## src/rtl/imem_uart_loader_pkg.sv

```systemverilog
// Shared definitions for the UART instruction-memory loader: loader states,
// word framing constants and a byte-index helper.
package imem_uart_loader_pkg;

  localparam int WORD_BYTES = 4;
  localparam int BYTE_IDX_W = $clog2(WORD_BYTES);

  typedef enum logic [2:0] {
    ST_IDLE  = 3'd0,
    ST_HDR   = 3'd1,
    ST_DATA  = 3'd2,
    ST_WRITE = 3'd3,
    ST_DONE  = 3'd4,
    ST_ERR   = 3'd5
  } loader_state_e;

  function automatic logic is_last_byte(input logic [BYTE_IDX_W-1:0] idx);
    return idx == BYTE_IDX_W'(WORD_BYTES - 1);
  endfunction

endpackage

```

## src/rtl/imem_uart_loader_byte_assembler.sv

```systemverilog
// Collects little-endian bytes into a 32-bit word. The word output already
// includes the byte being shifted in, so the 4th byte completes it that cycle.
module imem_uart_loader_byte_assembler
  import imem_uart_loader_pkg::*;
(
  input  logic                  clock_i,
  input  logic                  resetn_i,
  input  logic                  shift_i,
  input  logic [7:0]            byte_i,
  input  logic [BYTE_IDX_W-1:0] idx_i,
  output logic [31:0]           word_o,
  output logic                  full_o
);

  logic [31:0] word_q;
  logic [31:0] word_d;

  always_comb begin
    word_d = word_q;
    if (shift_i) begin
      unique case (idx_i)
        2'd0:    word_d[7:0]   = byte_i;
        2'd1:    word_d[15:8]  = byte_i;
        2'd2:    word_d[23:16] = byte_i;
        default: word_d[31:24] = byte_i;
      endcase
    end
  end

  always_ff @(posedge clock_i or negedge resetn_i) begin
    if (!resetn_i) begin
      word_q <= '0;
    end else begin
      word_q <= word_d;
    end
  end

  assign word_o = word_d;
  assign full_o = shift_i && is_last_byte(idx_i);

endmodule

```

## src/rtl/imem_uart_loader.sv

```systemverilog
// Loads instruction RAM from a UART byte stream: a little-endian word-count
// header followed by that many little-endian words, with timeout and checksum.
module imem_uart_loader
  import imem_uart_loader_pkg::*;
#(
  parameter int unsigned ADDR_WIDTH     = 14,
  parameter int unsigned TIMEOUT_CYCLES = 1000000
) (
  input  logic                  clock_i,
  input  logic                  resetn_i,
  input  logic                  start_i,
  input  logic                  abort_i,
  input  logic [7:0]            rx_data_i,
  input  logic                  rx_valid_i,
  output logic                  rx_ready_o,
  output logic                  imem_we_o,
  output logic [ADDR_WIDTH-1:0] imem_addr_o,
  output logic [31:0]           imem_wdata_o,
  output logic                  loading_o,
  output logic                  done_o,
  output logic                  error_o,
  output logic [ADDR_WIDTH:0]   word_count_o,
  output logic [31:0]           csum_o
);

  localparam logic [32:0] MAX_WORDS    = 33'(1) << ADDR_WIDTH;
  localparam bit          TIMEOUT_EN   = (TIMEOUT_CYCLES != 0);
  localparam logic [31:0] TIMEOUT_LAST = 32'(TIMEOUT_CYCLES - 1);

  loader_state_e         state_q, state_d;
  logic [BYTE_IDX_W-1:0] byte_cnt_q, byte_cnt_d;
  logic [31:0]           timeout_q, timeout_d;
  logic [ADDR_WIDTH:0]   word_count_q, word_count_d;
  logic [ADDR_WIDTH:0]   n_words_q, n_words_d;
  logic [ADDR_WIDTH-1:0] addr_q, addr_d;
  logic [31:0]           wdata_q, wdata_d;
  logic [31:0]           csum_q, csum_d;

  logic                  rx_ready;
  logic                  accept;
  logic                  timeout_hit;
  logic [31:0]           asm_word;
  logic                  asm_full;

  assign rx_ready    = (state_q == ST_HDR) || (state_q == ST_DATA);
  assign accept      = rx_valid_i && rx_ready;
  assign timeout_hit = TIMEOUT_EN && !accept && (timeout_q == TIMEOUT_LAST);

  imem_uart_loader_byte_assembler u_assembler (
    .clock_i  (clock_i),
    .resetn_i (resetn_i),
    .shift_i  (accept),
    .byte_i   (rx_data_i),
    .idx_i    (byte_cnt_q),
    .word_o   (asm_word),
    .full_o   (asm_full)
  );

  always_comb begin
    state_d      = state_q;
    byte_cnt_d   = byte_cnt_q;
    timeout_d    = timeout_q;
    word_count_d = word_count_q;
    n_words_d    = n_words_q;
    addr_d       = addr_q;
    wdata_d      = wdata_q;
    csum_d       = csum_q;

    if (abort_i) begin
      // Abort keeps the session statistics so software can see how far it got.
      state_d    = ST_IDLE;
      byte_cnt_d = '0;
      timeout_d  = '0;
    end else begin
      if (accept) begin
        byte_cnt_d = byte_cnt_q + BYTE_IDX_W'(1);
        timeout_d  = '0;
      end else if (rx_ready) begin
        timeout_d = timeout_q + 32'd1;
      end

      unique case (state_q)
        ST_IDLE, ST_DONE, ST_ERR: begin
          if (start_i) begin
            state_d      = ST_HDR;
            byte_cnt_d   = '0;
            timeout_d    = '0;
            word_count_d = '0;
            csum_d       = '0;
            addr_d       = '0;
          end
        end
        ST_HDR: begin
          if (asm_full) begin
            if (asm_word == 32'd0) begin
              state_d = ST_DONE;
            end else if ({1'b0, asm_word} > MAX_WORDS) begin
              state_d = ST_ERR;
            end else begin
              state_d   = ST_DATA;
              n_words_d = asm_word[ADDR_WIDTH:0];
            end
          end else if (timeout_hit) begin
            state_d = ST_ERR;
          end
        end
        ST_DATA: begin
          if (asm_full) begin
            state_d = ST_WRITE;
            wdata_d = asm_word;
          end else if (timeout_hit) begin
            state_d = ST_ERR;
          end
        end
        ST_WRITE: begin
          csum_d       = csum_q ^ wdata_q;
          word_count_d = word_count_q + (ADDR_WIDTH + 1)'(1);
          addr_d       = addr_q + ADDR_WIDTH'(1);
          state_d      = (word_count_d == n_words_q) ? ST_DONE : ST_DATA;
        end
        default: state_d = ST_IDLE;
      endcase
    end
  end

  always_ff @(posedge clock_i or negedge resetn_i) begin
    if (!resetn_i) begin
      state_q      <= ST_IDLE;
      byte_cnt_q   <= '0;
      timeout_q    <= '0;
      word_count_q <= '0;
      n_words_q    <= '0;
      addr_q       <= '0;
      wdata_q      <= '0;
      csum_q       <= '0;
    end else begin
      state_q      <= state_d;
      byte_cnt_q   <= byte_cnt_d;
      timeout_q    <= timeout_d;
      word_count_q <= word_count_d;
      n_words_q    <= n_words_d;
      addr_q       <= addr_d;
      wdata_q      <= wdata_d;
      csum_q       <= csum_d;
    end
  end

  // An abort landing on the write cycle suppresses that write.
  assign imem_we_o    = (state_q == ST_WRITE) && !abort_i;
  assign rx_ready_o   = rx_ready;
  assign imem_addr_o  = addr_q;
  assign imem_wdata_o = wdata_q;
  assign loading_o    = rx_ready || (state_q == ST_WRITE);
  assign done_o       = (state_q == ST_DONE);
  assign error_o      = (state_q == ST_ERR);
  assign word_count_o = word_count_q;
  assign csum_o       = csum_q;

endmodule

```

## config.mk

```make
export PLATFORM = sky130hd
export DESIGN_NAME = imem_uart_loader
export DESIGN_NICKNAME = d
export VERILOG_FILES = /design/src/rtl/imem_uart_loader_pkg.sv /design/src/rtl/imem_uart_loader_byte_assembler.sv /design/src/rtl/imem_uart_loader.sv
export SDC_FILE = /design/constraint.sdc
export NUM_CORES = 1
export LEC_CHECK = 0
export BUFFER_PORTS_ARGS = -buffer_cell sky130_fd_sc_hd__buf_2
export CAP_MARGIN = 20
export CORE_MARGIN = 2
export CORE_UTILIZATION = 45
export CTS_CLUSTER_DIAMETER = 200
export CTS_CLUSTER_SIZE = 10
export DETAILED_ROUTE_END_ITERATION = 10
export MAX_ROUTING_LAYER = met4
export PLACE_DENSITY = 0.67
export SLEW_MARGIN = 10
export SYNTH_ARGS = -nofsm -noshare
export SYNTH_HDL_FRONTEND = slang
export SYNTH_SLANG_ARGS = --single-unit
export TNS_END_PERCENT = 1
```

## constraint.sdc

```tcl
create_clock -name clock_i -period 6.5 [get_ports clock_i]
set_clock_uncertainty 0.1 [all_clocks]
set_input_delay 1.3 -clock clock_i [delete_from_list [all_inputs] [get_ports clock_i]]
set_output_delay 1.3 -clock clock_i [all_outputs]
set_load 0.01 [all_outputs]
```

==> summary.txt <==
Logic synthesis
  – Post-synthesis cell count: 782
  – Post-synth EDFFs: 0
  – Synth unique cells: between 50 and 60
  – Synthesized area: about 0.0085 mm²
  – Register area share after synthesis: between 50% and 60%
  – Async set-reset flop share out of synthesis: 100.0%
  – Syn avg cell area: about 11 µm²
  – Yosys reg bits: about 180
  – Post-Syn Nets: 802
  – Top FF cell, synth: dfrtp_1
  – Synth warn: 0

Finish
  – Most frequent cells in the layout: dfrtp_1, buf_2, nor2_1
  – Fin nets: approximately 900
  – Layout cells sized above 1: a little over a quarter
  – Layout area overhead: 15.51%
  – Final Non-Filler Cells: ~1,100
  – Most common cell after layout, fill and taps aside: dfrtp_1

STA
  – Final Cycle Share: about two thirds
  – Hold slack final: 403.9 ps
  – Fin. max-slew vios: 0
  – Worst-Margin Slew: 1022 ps
  – Endpoints failing setup: 0
  – Tmin final: roughly 4400 ps
  – Relative slew slack: about a third
  – Final hold violations: 0
  – Fmax: 227.5 MHz
  – Total Neg Setup Slack: 0 ps
  – Unrepaired setup endpoints after global routing: no

Worst setup path
  – Critical Path Max Stage Delay: ~560 ps
  – Critical path arrival: around 3000 ps
  – R2R cell count: 7
  – CP max stage cell: inv_1
  – Critical path type: in2out
  – Startpoint types: input port
  – Worst EP required: a little over 5000 ps
  – R2r setup slk: roughly 2800 ps
  – Crit-path cells: buf_2 > or2b_1 > or2_2 > inv_1 > buf_2
  – CP bufs+invs: 3
  – CP top delay family: buffers and inverters
  – RR Startpoint: state_q[0]
  – Most frequent CP cell: buf_2
  – Worst Setup End Kind: output pin
  – Worst reg2reg endpoint: n_words_q[13]
  – Critical path fanouts, max: 24

CTS
  – Num CTS Buffers: 17
  – Hold_buf cts: 0
  – Clock-pin slew on the worst setup and hold paths: 60 ps
  – Clock Tree Buf Depth: 2
  – Clock Latency Late Sink: ~440 ps
  – H-tree Lvls: 4
  – CTS tree: yes
  – Post-CTS sizing: 0
  – Root Buffer: clkbuf_16
  – Postcts setup bufs: 0
  – CTS Sinks: between 150 and 200

Detailed routing
  – WL final: 17.89 mm
  – Vias/cell: 5.246
  – Top sig layer: met4
  – DR iter-0 viols: between 400 and 500
  – Wire per inst: roughly 16 µm
  – ANT nets after route: 0
  – Met3 Wirelength: between 600 and 700 µm
  – DRT Pass-1 Iters: 4
  – Post-Route M1 WL: roughly 9.0 mm
  – Met2 wire len: ~8.0 mm
  – DRC: 0
  – Via count: 5,917

Power
  – Total power: about 2.4 mW
  – Lkg Pwr: ~4.8 nW
  – Pwr/cell area: between 200 and 250 mW/mm²
  – VDD IR max: 178.5 µV

Die
  – Row count: 50
  – Initial Util: between 40% and 50%
  – Placeable core area: 0.01858 mm²
  – DIE WIDTH: 141.1 µm
  – Die ar.: approximately 0.02 mm²
  – Die H: roughly 140 µm
  – Io pins: 111

Placement
  – Final HPWL DP: 12.51 mm
  – GPL Wtd Cong: a little under 0.8
  – IO Port Bufs: between 100 and 150
  – Placed Cells: 1,093

Worst hold path
  – Hold Path Sink: u_assembler.word_q[29]
  – Hold Startpoint: u_assembler.word_q[29]
  – Min-Delay Path Depth: 2
  – Tightest Hold Check Type: reg2reg

Outcome
  – Status: complete, no violations

Global routing
  – Vias in the first global route: between 5,000 and 6,000
  – Remaining Overflow, GRT: 0
  – Largest net degree at the start of global routing: 69
  – GRT Util Overall: approximately a fifth
  – Global-route wire length before repair: 29.29 mm
  – Antenna violations before repair: 2

Run
  – Max cap viols: 0
layer usage:
metal / global-route usage (%) / up-vias
met5: - / -
met4: 5.579 / 0
met3: 3.702 / 14
met2: 27.16 / 114
met1: 27.66 / 2891
li1: - / 2898
sequential cells by signal, summed over array words and instances (netlist names):
| register | cells |
|---|---|
| n_words_q | 15 |
| byte_cnt_q | 2 |
| imem_wdata_o | 32 |
| imem_addr_o | 14 |
| timeout_q | 32 |
| csum_o | 32 |
| state_q | 3 |
| word_count_o | 15 |
| u_assembler.word_q | 32 |
per-stage QoR:
step / setup slack, ps / util (%) / instance area, µm²
final: 2105 / 52.61 / 9776
after global routing: 1999 / 52.60 / 9773
after CTS: 2100 / 52.57 / 9768
after detailed placement: 2102 / 49.44 / 9186
after global placement: 2138 / 49.44 / 9186
after floorplan: 2483 / - / 8463
where the power goes:
group          internal, mW  switching (mW)  leakage [nW]
Clock                 0.556           0.446         0.269
Combinational        0.0883           0.147          2.13
Sequential             1.16          0.0336          2.43
Total                  1.80           0.627          4.84
how the worst max path moves through the flow:
| stage | from | end | cells past startpoint |
|---|---|---|---|
| after floorplan | abort_i | imem_we_o | 6 |
| final | abort_i | imem_we_o | 5 |
| after CTS | abort_i | imem_we_o | 5 |
| after detailed placement | abort_i | imem_we_o | 5 |
| after global placement | abort_i | imem_we_o | 5 |
| after global routing | abort_i | imem_we_o | 5 |
cell families (layout without fill, tap and decap cells):
logic type,Yosys count,in the layout,synth area share (%)
AND/OR/NAND/NOR,302,302,17.50
XOR/XNOR,93,93,9.964
multiplexers,81,81,11.28
AO/OA/AOI/OAI,73,73,5.219
buffers and inverters,49,158,2.661
adder cells (fa/ha/maj),7,7,1.035
flip-flops,177,177,52.34
other,0,3,0
cell usage after synthesis (3+ instances only):
library cell / number / area [µm²]
nor2_1: 95 / 356.6
nand2b_1: 4 / 25.02
nor3_1: 16 / 80.08
nor4_1: 15 / 93.84
buf_6: 4 / 45.04
xnor2_1: 19 / 166.4
a21oi_1: 14 / 70.07
and2_1: 3 / 18.77
inv_1: 9 / 33.78
xor2_1: 72 / 630.6
buf_1: 5 / 18.77
and3_1: 17 / 106.4
or3_1: 4 / 25.02
nor3b_1: 6 / 45.04
mux2_2: 65 / 732.0
o211ai_1: 5 / 37.54
clkbuf_1: 26 / 97.59
nand2_1: 73 / 274.0
and4_1: 6 / 52.55
nand4_1: 23 / 143.9
nor2b_1: 4 / 25.02
nand3_1: 25 / 125.1
o21ai_0: 29 / 145.1
mux2_4: 10 / 150.1
mux2i_1: 5 / 50.05
a31oi_1: 6 / 37.54
buf_2: 3 / 15.01
dfrtp_1: 177 / 4429
o31ai_1: 4 / 30.03
ha_1: 7 / 87.58
worst min-delay path, cell delays in order, from the launching register on:
cell	delay (ps)
dfrtp_1	320
mux2i_1	90
inv_1	60
final cells by class:
class | count | area [µm²]
Multi-Input combinational cell | 556 | 3821
Inverter | 9 | 33.78
Fill cell | 1634 | 8805
Antenna cell | 3 | 7.507
Tap cell | 234 | 292.8
Sequential cell | 177 | 4429
Timing Repair Buffer | 117 | 609.3
Clock inverter | 12 | 125.1
Clock buffer | 20 | 456.7
Note: power is estimated with default switching activity, not from simulation.
